==> src/rtl/sha256_block_ctrl.sv <==
// sha256_block_ctrl
// Block sequencer between the message packer and the SHA-256 compression
// core. It gathers 16 packed words into a local block buffer. It then starts
// the core with the correct init/chain flag and streams W[0..15] on 16
// consecutive cycles. It waits for the core's round-complete pulse and chains
// further blocks of the same message. After the final block it emits a
// one-cycle digest-ready pulse.
//
// Optional feature macro: SHA_CTRL_TIMEOUT_EN (RUN-state watchdog, sticky err).
//
// Ports:
//   clk, rst            clock; synchronous active-high reset
//   in_word/in_valid    packed message word from the packer (valid/ready)
//   in_last             with the 16th word of a block: 1 = final block
//   in_ready            controller accepts a word (IDLE/COLLECT only)
//   core_start          one-cycle pulse on the first load beat
//   core_init           with core_start: 1 = load IV, 0 = chain
//   core_wdata/wvalid   block word stream to the core, 16 beats
//   core_done           one-cycle pulse from the core: rounds complete
//   digest_valid        one-cycle pulse: final digest available in the core
//   busy                high whenever the controller is not IDLE
//   block_count         blocks completed in the current message (saturating)
//   err                 sticky watchdog error (constant 0 without the macro)
module sha256_block_ctrl #(
  parameter int DATA_WIDTH     = 32,
  parameter int TIMEOUT_CYCLES = 128
) (
  input  logic                  clk,
  input  logic                  rst,
  input  logic [DATA_WIDTH-1:0] in_word,
  input  logic                  in_valid,
  input  logic                  in_last,
  output logic                  in_ready,
  output logic                  core_start,
  output logic                  core_init,
  output logic [DATA_WIDTH-1:0] core_wdata,
  output logic                  core_wvalid,
  input  logic                  core_done,
  output logic                  digest_valid,
  output logic                  busy,
  output logic [15:0]           block_count,
  output logic                  err
);

  typedef enum logic [2:0] {IDLE, COLLECT, LOAD, RUN, DONE} state_t;

  state_t                state;
  logic [DATA_WIDTH-1:0] blk_buf [16];
  logic [3:0]            wcnt;
  logic [4:0]            lcnt;
  logic                  first_r;
  logic                  last_r;
  logic                  accept;
  logic [3:0]            wr_idx;

  // Handshake and status decode straight from the state register, so there
  // is no combinational path from any input to any output.
  assign in_ready = (state == IDLE) || (state == COLLECT);
  assign busy     = (state != IDLE);
  assign accept   = in_valid & in_ready;
  assign wr_idx   = (state == IDLE) ? 4'd0 : wcnt;

`ifdef SHA_CTRL_TIMEOUT_EN
  localparam int            TW   = $clog2(TIMEOUT_CYCLES + 1);
  localparam logic [TW-1:0] TLIM = TW'(TIMEOUT_CYCLES - 1);

  logic [TW-1:0] tcnt;
  logic          err_r;

  assign err = err_r;
`else
  // No watchdog: err is constant 0. The comparison only keeps the parameter
  // referenced; it always evaluates to 0.
  assign err = (TIMEOUT_CYCLES < 0);
`endif

  // Block buffer. It has no reset because its contents are only read after
  // all 16 words of a block have been rewritten.
  always_ff @(posedge clk) begin
    if (accept) begin
      blk_buf[wr_idx] <= in_word;
    end
  end

  // Main sequencer. All core-facing outputs are registered here.
  // The first load beat (start, init and W[0]) is launched on the same edge
  // that accepts the 16th word. lcnt then points at the next word to emit.
  always_ff @(posedge clk) begin
    if (rst) begin
      state        <= IDLE;
      wcnt         <= 4'd0;
      lcnt         <= 5'd0;
      first_r      <= 1'b1;
      last_r       <= 1'b0;
      core_start   <= 1'b0;
      core_init    <= 1'b0;
      core_wdata   <= '0;
      core_wvalid  <= 1'b0;
      digest_valid <= 1'b0;
      block_count  <= 16'd0;
`ifdef SHA_CTRL_TIMEOUT_EN
      tcnt         <= '0;
      err_r        <= 1'b0;
`endif
    end else begin
      core_start   <= 1'b0;
      core_init    <= 1'b0;
      digest_valid <= 1'b0;
      case (state)
        IDLE: begin
          if (accept) begin
            wcnt        <= 4'd1;
            block_count <= 16'd0;
            first_r     <= 1'b1;
            state       <= COLLECT;
          end
        end
        COLLECT: begin
          if (accept) begin
            if (wcnt == 4'd15) begin
              last_r      <= in_last;
              wcnt        <= 4'd0;
              lcnt        <= 5'd1;
              core_start  <= 1'b1;
              core_init   <= first_r;
              core_wdata  <= blk_buf[0];
              core_wvalid <= 1'b1;
              state       <= LOAD;
            end else begin
              wcnt <= wcnt + 4'd1;
            end
          end
        end
        LOAD: begin
          if (lcnt == 5'd16) begin
            core_wvalid <= 1'b0;
            core_wdata  <= '0;
            lcnt        <= 5'd0;
            state       <= RUN;
`ifdef SHA_CTRL_TIMEOUT_EN
            tcnt        <= '0;
`endif
          end else begin
            core_wdata <= blk_buf[lcnt[3:0]];
            lcnt       <= lcnt + 5'd1;
          end
        end
        RUN: begin
          // A core_done arriving in the same cycle as watchdog expiry wins.
          if (core_done) begin
            if (block_count != 16'hFFFF) begin
              block_count <= block_count + 16'd1;
            end
            first_r <= 1'b0;
            if (last_r) begin
              digest_valid <= 1'b1;
              state        <= DONE;
            end else begin
              state <= COLLECT;
            end
          end
`ifdef SHA_CTRL_TIMEOUT_EN
          else if (tcnt == TLIM) begin
            err_r   <= 1'b1;
            first_r <= 1'b1;
            state   <= IDLE;
          end else begin
            tcnt <= tcnt + 1'b1;
          end
`endif
        end
        DONE: begin
          first_r <= 1'b1;
          state   <= IDLE;
        end
        default: state <= IDLE;
      endcase
    end
  end

endmodule

==> config.mk <==
export PLATFORM = sky130hd
export DESIGN_NAME = sha256_block_ctrl
export DESIGN_NICKNAME = d
export VERILOG_FILES = /design/src/rtl/sha256_block_ctrl.sv
export SDC_FILE = /design/constraint.sdc
export NUM_CORES = 1
export LEC_CHECK = 0
export BUFFER_PORTS_ARGS = -buffer_cell sky130_fd_sc_hd__clkbuf_2
export CAP_MARGIN = 15
export CORE_MARGIN = 2
export CORE_UTILIZATION = 40
export CTS_CLUSTER_SIZE = 12
export DETAILED_ROUTE_END_ITERATION = 7
export PLACE_DENSITY = 0.57
export SLEW_MARGIN = 30
export SYNTH_ARGS = -nofsm -noshare
export SYNTH_HDL_FRONTEND = slang
export SYNTH_SLANG_ARGS = --single-unit
==> constraint.sdc <==
create_clock -name clk -period 9.05 [get_ports clk]
set_input_delay 1.3575 -clock clk [delete_from_list [all_inputs] [get_ports clk]]
set_output_delay 1.3575 -clock clk [all_outputs]
set_load 0.03 [all_outputs]
==> results of run 1 <==
## sequential cells by signal, summed over array words and instances (netlist names), named ones only
register / cells
state: 3
last_r: 1
core_wdata: 32
first_r: 1
core_init: 1
block_count: 16
blk_buf: 512
core_wvalid: 1
wcnt: 4
core_start: 1
lcnt: 5
digest_valid: 1
## worst max-delay path: cells and delay by family, from the launching register on
| kind | cells | cell delay (ns) |
|---|---|---|
| buffers and inverters | 1 | 0.25 |
| AND/OR/NAND/NOR | 1 | 0.30 |
| flip-flops | 1 | 0.67 |
## through the flow
stage | power (uW) | hold WS, ns
CTS | 5440 | 0.509
detailed placement | 3100 | 0.499
global route | 5550 | 0.519
floorplan | 3040 | 0.454
global placement | 3100 | 0.481
finish | 5380 | 0.502
## worst max-delay path by stage
| stage | startpoint | to | slack, ns |
|---|---|---|---|
| floorplan | in_valid | blk_buf[1][0] | 4.43 |
| global placement | in_valid | blk_buf[13][11] | 5.43 |
| detailed placement | in_valid | blk_buf[7][13] | 5.30 |
| CTS | state[0] | busy | 5.81 |
| global route | state[1] | busy | 5.75 |
| finish | state[1] | busy | 5.84 |
## cell type report
type / instances / area (um^2)
fillers: 4752 / 30100
repair buffers: 120 / 828
flip-flops and latches: 582 / 16800
multi-input cells: 508 / 5730
clock buffers: 83 / 1610
well taps: 756 / 946
inverters: 4 / 15.0
clock inverters: 29 / 259
## power by group through the flow
stage	Sequential, uW	Combinational, uW	Clock (uW)
after floorplan	3000	42.3	0
after global placement	3000	95.9	0
after detailed placement	3000	98.8	0
after CTS	2940	98.7	2400
after global routing	2940	107	2500
final	2940	97.2	2330
## placed cells by master, fill, tap and decap left out, types with 8 or more instances in the layout
| master | synthesis | final |
|---|---|---|
| edfxtp_1 | 512 | 512 |
| mux4_2 | 128 | 128 |
| clkbuf_2 | 0 | 90 |
| nor2_1 | 85 | 73 |
| mux2i_1 | 70 | 70 |
| dfxtp_1 | 70 | 67 |
| clkbuf_16 | 0 | 61 |
| a311o_1 | 32 | 32 |
| mux2_2 | 32 | 32 |
| clkbuf_1 | 35 | 22 |
| a21oi_1 | 22 | 21 |
| nand2_1 | 21 | 21 |
| buf_4 | 2 | 20 |
| clkinv_1 | 0 | 15 |
| nor2_4 | 0 | 13 |
| o21ai_0 | 12 | 12 |
| and3_1 | 9 | 9 |
| nand3_1 | 9 | 9 |
| or3_1 | 8 | 8 |
| o31ai_1 | 8 | 8 |
| clkinv_2 | 0 | 8 |
## cells by family (layout without fill, tap and decap cells)
logic type	after synthesis	count (layout)	share of synthesized area (%)
buffers and inverters	70	236	1.41
adders and majority gates	4	4	0.220
and+or+nand+nor	181	181	4.01
DFF	582	582	73.9
other	1	1	0.0165
muxes	230	230	17.4
AOI/OAI and AO/OA	92	92	3.08
## layer usage
metal,share of wire (%),global-route usage [%],vias up
met5,0,0,-
met4,2.6,5.52,0
met3,3.7,2.55,89
met2,50,28.5,238
met1,44,23.2,6018
li1,-,-,5023
==> flow_summary.toml, run 1 <==
[outcome]
status = "finished, final reports clean"

[timing]
fin_crit_ns = 3.21
max_freq_mhz = 311
fin_skew_ns = 0.0276
rsz0062_at_grt = "no"
post-route-period-util_pct = 35.5
worst_slew_pin_slew_ns = 0.840
setup_viol = 0
relSlewSlack_pct = 43.3
tns_ns = 0
final-max-slew-violation-count = 0
hold_violations = 0
setup_slack_ns = 5.84

[cts]
cts_resized = 0
cts_buffers = 61
cts-root-buf = "clkbuf_16"
clock_path_buffers = 3
clkSlewWorstSetupHoldPaths_ns = 0.06
hold_buffers = 0
cts_setup_buffers = 0
cts.sinks = 582
cts_tree = "yes"
clock_latency_ns = 0.63
htreeDepth = 2

[logic_synthesis]
yosys.area.top_type = "edfxtp_1"
syn_area_um2 = 22700
synth_fp_nets = 1201
ys_ff_latch = 582
synthTopCellsByCount = "edfxtp_1, mux4_2, nor2_1"
ys.flop_type = "edfxtp_1"
yosysTopAreaCellShare_pct = 67.7
synthCells = 1160
ys_seq_area_share_pct = 73.9
syn_area_per_cell_um2 = 19.6
synth_area_leaders = "edfxtp_1, mux4_2, dfxtp_1"
yosys_warnings = 0
synth_edf_count = 512
synth.most_common_cell = "edfxtp_1"
ys_types = 55
async_flop_share_pct = 0

[grt]
gr-total-overflow = 0
antenna_found_initial = 0
grt_pass1_vias = 12000
track_usage_pct = 17.1
grt_max_degree = 70
grt_pass1_wl_mm = 75.7

[floorplan]
initial_core_util_pct = 40.3
die_h_um = 242
core_um2 = 56300
std_cell_rows = 87
io_pins = 92
die_area_um2 = 58700
die_x_um = 242

[layout]
antenna_cells = 0
final_cell_count_no_fill = 2082
utilization_pct = 46.5
syn_to_final_growth_pct = 15.3
layout.nets = 1318
drive_gt1_share_pct = 28.8
final_area_um2 = 26200

[worst_hold_path]
min_to = "core_init"
hold_path_class = "flop to flop"
hold_path_depth = 1
min_from = "first_r"

[pwr]
irDropWorstVdd_mv = 0.148
power_leakage_uw = 0.00812
p_sw_share_pct = 20.2
power.internal_uw = 4290
p_seq_share_pct = 54.8
power_density_nw_per_um2 = 205
p_sw_uw = 1080
power_frac_comb_pct = 1.8
clkPwrFrac_pct = 43.4

[setup_path]
start_kind = "flop"
rrSetupSlack_ns = 6.11
slowest_stage = "dfxtp_1"
reg2reg_depth = 6
r2r-end = "core_wdata[4]"
worstSetupPathType = "flop to output port"
cp.required_ns = 7.69
cp.arrival_ns = 1.85
slowest_delay_ns = 0.67
path_cells = "or3_1 > clkbuf_2"
cp_max_fo = 20
cp-end-kind = "output port"

[placement]
placed_cell_area_um2 = 24300
gp_congestion = 0.793
dp_cells = 1969
pre_cts_ws_ns = 5.30
port_buffers = 90
dp_hpwl_mm = 28.4

[route]
num_vias = 11400
first_pass_iters = 5
drc = 0
vias_per_cell = 5.46
drt_wl_total_mm = 49.8
wl_per_cell_um = 23.9
first_iter_violations = 723
antenna_left = 0

[run]
cap_viol_max_count = 0
No activity file was read; power rests on OpenSTA's default activity.
==> run 2, diff against run 1 <==
ABC_AREA = 1   (was unset)
PLACE_DENSITY = 0.59   (was 0.57)
clock period = 2.9 ns   (was 9.05 ns; I/O delays follow)
==> run 2 against run 1 <==
Via count grew 51%. Sequential power grew to 3.1 times the previous value. Synthesized cell count is 120% higher. Global-route usage up 1.6 points. Cell count rose by 67%. Routed wire length is 23% higher. Final area rose by 10%. Clock skew fell by 0.017 ns. Count of clock-buffer cells in the layout increased by 11. First-iteration DRC count rose by 67%. Sequential share of layout area fell by 6.1 points. Largest cell class unchanged. Largest power group unchanged. Highest routed layer unchanged.
==> flow_summary.toml, run 2 <==
[run]
cap_viol_max_count = 0

[logic_synthesis]
syn_area_per_cell_um2 = 10.1
synth_fp_nets = 2541
ys.flop_type = "edfxtp_1"
synthCells = 2500
yosys_warnings = 0
syn_area_um2 = 25300
async_flop_share_pct = 0
ys_types = 37
synth_edf_count = 512
ys_ff_latch = 582
synth.most_common_cell = "nand2_1"
yosysTopAreaCellShare_pct = 60.9
synth_area_leaders = "edfxtp_1, nand2_1, nand3_1"
synthTopCellsByCount = "nand2_1, edfxtp_1, nand3_1"
yosys.area.top_type = "edfxtp_1"
ys_seq_area_share_pct = 66.4

[worst_hold_path]
hold_path_class = "input port to flop"

[setup_path]
start_kind = "flop"
cp.arrival_ns = 2.87
slowest_delay_ns = 0.49
path_cells = "inv_1 > nand2_2 > inv_2 > nor2_1 > nand3_1 > nor2_4 > buf_4"
cp_max_fo = 18
worstSetupPathType = "flop to flop"
crit_family = "simple AND/OR/NAND/NOR gates"
rrSetupSlack_ns = 0.30
slowest_stage = "dfxtp_1"
crit_buf_inv = 3
cp-end-kind = "flop"
cp.required_ns = 3.17

[layout]
fillers = 5773
antenna_cells = 0
final_cell_mix = "nand2_1, edfxtp_1, nand3_1"
layout.nets = 2619
final_area_um2 = 28900
largest_reg_flops = 512
syn_to_final_growth_pct = 14.4
multi_input_area_um2 = 6710
layout_commonest_cell = "nand2_1"
ff_latch_area_um2 = 16800
top_register = "blk_buf"
drive_gt1_share_pct = 13.9
reg.largest.list = "blk_buf: 512 flops, core_wdata: 32 flops, block_count: 16 flops"

[cts]
cts_resized = 0
clkSlewWorstSetupHoldPaths_ns = 0.06
cts_buffers = 61
hold_buffers = 0
clock_path_buffers = 3
clock_latency_ns = 0.62
cts.sinks = 582
htreeDepth = 2
cts-root-buf = "clkbuf_16"
cts_setup_buffers = 0
cts_tree = "yes"

[route]
drt_wl_total_mm = 61.4
first_pass_iters = 5
num_vias = 17200
met2_length_mm = 29.6
wl_met3_mm = 2.37
drt-met1-wl_mm = 28.1
drc = 0
route.top_layer_used = "met4"
first_iter_violations = 1206
antenna_left = 0
vias_per_cell = 4.94
wl_per_cell_um = 17.7

[floorplan]
std_cell_rows = 92
io_pins = 92
die_area_um2 = 65200
die_x_um = 255
initial_core_util_pct = 40.3
core_um2 = 62700
die_h_um = 255

[timing]
holdWs_ns = 0.0537
max_freq_mhz = 384
fin_skew_ns = 0.0110
setup_slack_ns = 0.299
fin_crit_ns = 2.60
rsz0062_at_grt = "no"
post-route-period-util_pct = 89.7
relSlewSlack_pct = 40.9
hold_violations = 0
worst_slew_pin_slew_ns = 0.881
final-max-slew-violation-count = 0
setup_viol = 0

[grt]
gr-total-overflow = 0
grt_pass1_vias = 16600
grt_max_degree = 175
grt_pass1_wl_mm = 96.0
antenna_found_initial = 0
track_usage_pct = 18.6

[pwr]
p_sw_share_pct = 20.2
power.internal_uw = 13800
p_sw_uw = 3490
power_leakage_uw = 0.0114
irDropWorstVdd_mv = 0.480
power_frac_comb_pct = 2.3
power_density_nw_per_um2 = 597
p_seq_share_pct = 53.4
clkPwrFrac_pct = 44.3

[outcome]
status = "finished, final reports clean"

[placement]
port_buffers = 90
gp_congestion = 0.806
dp_hpwl_mm = 35.3
pre_cts_ws_ns = 0.362
placed_cell_area_um2 = 26900
==> run 2: cell count changes in the layout (fill, tap and decap cells not counted), moves of 30 or more <==
cell,previous run,this run
nand2_1,21,715
nand3_1,9,377
inv_1,3,328
mux4_2,128,0
mux2i_1,70,0
or2_2,1,65
a21oi_2,0,36
nor2_1,73,109
a311o_1,32,0
mux2_2,32,0
a21oi_1,21,51
==> run 2: final cells by class <==
| type | instances | area share [%] |
|---|---|---|
| clock buffer | 94 | 6.07 |
| timing repair buffer | 142 | 3.85 |
| multi-input combinational | 1453 | 23.2 |
| inverter | 338 | 4.42 |
| clock inverter | 20 | 0.706 |
| sequential | 582 | 58.1 |
| tap | 846 | 3.66 |
==> run 2: per-layer routing <==
layer  GRT usage [%]  vias to the layer above
met4            5.47                        0
met5               0                        -
li1                -                     8354
met2            31.8                      377
met1            25.1                     8350
met3            2.10                       85
==> run 2: worst paths after layout <==
path,startpoint,to,depth (start not counted)
max reg2reg,state[0],blk_buf[6][3],7
min reg2reg,first_r,first_r,2
min,in_last,last_r,3
max,state[0],blk_buf[6][3],7
==> run 2: tightest hold or removal path, cell delays in order <==
cell	delay, ns
clkbuf_2	0.08
nor2_1	0.04
nor2_1	0.08
==> run 2: kinds of logic after synthesis <==
family          count (synthesis)  synth area share [%]
compound gates                137                  3.30
fa+ha+maj                       4                 0.198
xor+xnor                        4                 0.139
other cells                     1                0.0148
flops                         582                  66.4
simple gates                 1307                  22.3
buf+inv                       465                  7.61
==> run 2: metrics by stage <==
step                      total power (uW)  cells  utilization [%]  TNS [ns]
final                                17200   3475             46.1         0
after CTS                            17400   3475             46.1         0
after global placement                9770   3358             42.8         0
after global routing                 17700   3475             46.1         0
after floorplan                       9570   2500                -    -50.06
after detailed placement              9780   3361             42.9         0
==> run 2: power groups by stage <==
stage	Sequential (uW)	Clock, uW	Combinational [uW]
2_1_floorplan	9380	0	189
3_3_place_gp	9370	0	394
3_5_place_dp	9380	0	404
4_1_cts	9200	7810	405
5_1_grt	9200	8090	445
6_report	9200	7640	400
==> run 3, diff against run 2 <==
RECOVER_POWER = 100   (was unset)
==> run 3 against run 2 <==
Die area unchanged. Combinational power decreased by 5.5%. Register-to-register slack got worse by 0.07 ns. Critical endpoint unchanged.
==> flow_summary.toml, run 3 (synthesis gave the netlist of run 2 again) <==
[outcome]
status = "finished, final reports clean"

[layout]
final_cell_count_no_fill = 3475
layout_commonest_cell = "nand2_1"
final_cell_mix = "nand2_1, edfxtp_1, nand3_1"
largest_reg_flops = 512
top_register = "blk_buf"
layout.nets = 2619
drive_gt1_share_pct = 9.85
utilization_pct = 45.6
reg.largest.list = "blk_buf: 512 flops, core_wdata: 32 flops, block_count: 16 flops"
syn_to_final_growth_pct = 13.1
antenna_cells = 0

[setup_path]
startpoint = "state[0]"
r2r-start = "state[0]"
cp.required_ns = 3.14
cp-end-kind = "flop"
crit_path_frequent_cell = "inv_1"
reg2reg_depth = 7
r2r-end = "blk_buf[6][3]"
slowest_stage = "clkbuf_2"
slowest_delay_ns = 0.56
path_cells = "inv_1 > nand2_1 > inv_1 > nor2_1 > nand3_1 > nor2_4 > clkbuf_2"
rrSetupSlack_ns = 0.23
worstSetupPathType = "flop to flop"
crit_end = "blk_buf[6][3]"
start_kind = "flop"
cp_max_fo = 18
cp.arrival_ns = 2.92

[placement]
gp_congestion = 0.806
dp_hpwl_mm = 35.3
pre_cts_ws_ns = 0.362
dp_cells = 3361
port_buffers = 90

[pwr]
power_frac_comb_pct = 2.2
finalPower_uw = 17200
p_seq_share_pct = 53.4
clkPwrFrac_pct = 44.4
power_leakage_uw = 0.0111
power_density_nw_per_um2 = 603
power.internal_uw = 13700
p_sw_share_pct = 20.3
irDropWorstVdd_mv = 0.483
p_sw_uw = 3500

[timing]
post-route-period-util_pct = 92.2
setup_slack_ns = 0.226
fin_crit_ns = 2.67
setup_viol = 0
final-max-slew-violation-count = 0
holdWs_ns = 0.0531
fin_skew_ns = 0.00882
max_freq_mhz = 374
relSlewSlack_pct = 14.2
rsz0062_at_grt = "no"
worst_slew_pin_slew_ns = 1.29
hold_violations = 0

[floorplan]
die_area_um2 = 65200
core_um2 = 62700
die_x_um = 255
initial_core_util_pct = 40.3
die_h_um = 255
std_cell_rows = 92
io_pins = 92

[worst_hold_path]
hold_path_class = "input port to flop"

[route]
num_vias = 17200
first_pass_iters = 5
wl_per_cell_um = 17.7
drt_wl_total_mm = 61.5
first_iter_violations = 1251
vias_per_cell = 4.95
antenna_left = 0
drc = 0

[cts]
htreeDepth = 2
cts.sinks = 582
clkSlewWorstSetupHoldPaths_ns = 0.06
clock_path_buffers = 3
cts_tree = "yes"
hold_buffers = 0
cts_setup_buffers = 0
clock_latency_ns = 0.62
cts_resized = 0
cts_buffers = 61
cts-root-buf = "clkbuf_16"

[grt]
track_usage_pct = 18.6
gr-total-overflow = 0
antenna_found_initial = 0
grt_max_degree = 175
grt_pass1_vias = 16600
grt_pass1_wl_mm = 96.0

[run]
cap_viol_max_count = 0
==> run 3: cell types whose count changed in the layout (fill, tap and decap cells not counted), sizes merged <==
cell / before / now
clkbuf: 184 / 203
buf: 52 / 33
==> run 3: worst max-delay path, delay by kind of cell, from the launching register on <==
family | cells | cell delay [ns]
buffers and inverters | 3 | 0.80
and+or+nand+nor | 4 | 0.97
DFF | 1 | 0.48
==> run 3: through the flow <==
step,area (um^2),setup TNS [ns]
finish,28600,0
detailed placement,26900,0
floorplan,25300,-50.06
global placement,26900,0
CTS,28900,0
global route,28600,0
==> run 3: how the worst min path moves through the flow <==
stage                     depth (start not counted)  endpoint  slack [ns]    start
after floorplan                                   2   first_r        0.44  first_r
after global placement                            2   first_r        0.45  first_r
after detailed placement                          2   first_r        0.47  first_r
after CTS                                         3    last_r        0.02  in_last
after global routing                              3    last_r        0.05  in_last
final                                             3    last_r        0.05  in_last
==> run 3: layer usage <==
layer  global-route usage, %  wire length (um)  vias up
li1                        -                 -     8349
met1                    25.1             28000     8344
met2                    31.8             29600      410
met3                    2.10              2530       87
met4                    5.47              1380        0
met5                       0                 0        -
==> run 3: power by group through the flow <==
stage / logic (uW) / clock network [uW] / registers, uW
6_report: 378 / 7660 / 9200
2_1_floorplan: 189 / 0 / 9380
3_3_place_gp: 394 / 0 / 9370
5_1_grt: 422 / 8090 / 9210
4_1_cts: 405 / 7810 / 9200
3_5_place_dp: 404 / 0 / 9380
==> run 3: area by class of cell <==
cell class | count | area [um^2]
Clock buffer | 94 | 1750
Multi-Input combinational cell | 1453 | 6610
Timing Repair Buffer | 142 | 897
Clock inverter | 20 | 204
Fill cell | 5849 | 34200
Sequential cell | 582 | 16800
Inverter | 338 | 1280
Tap cell | 846 | 1060
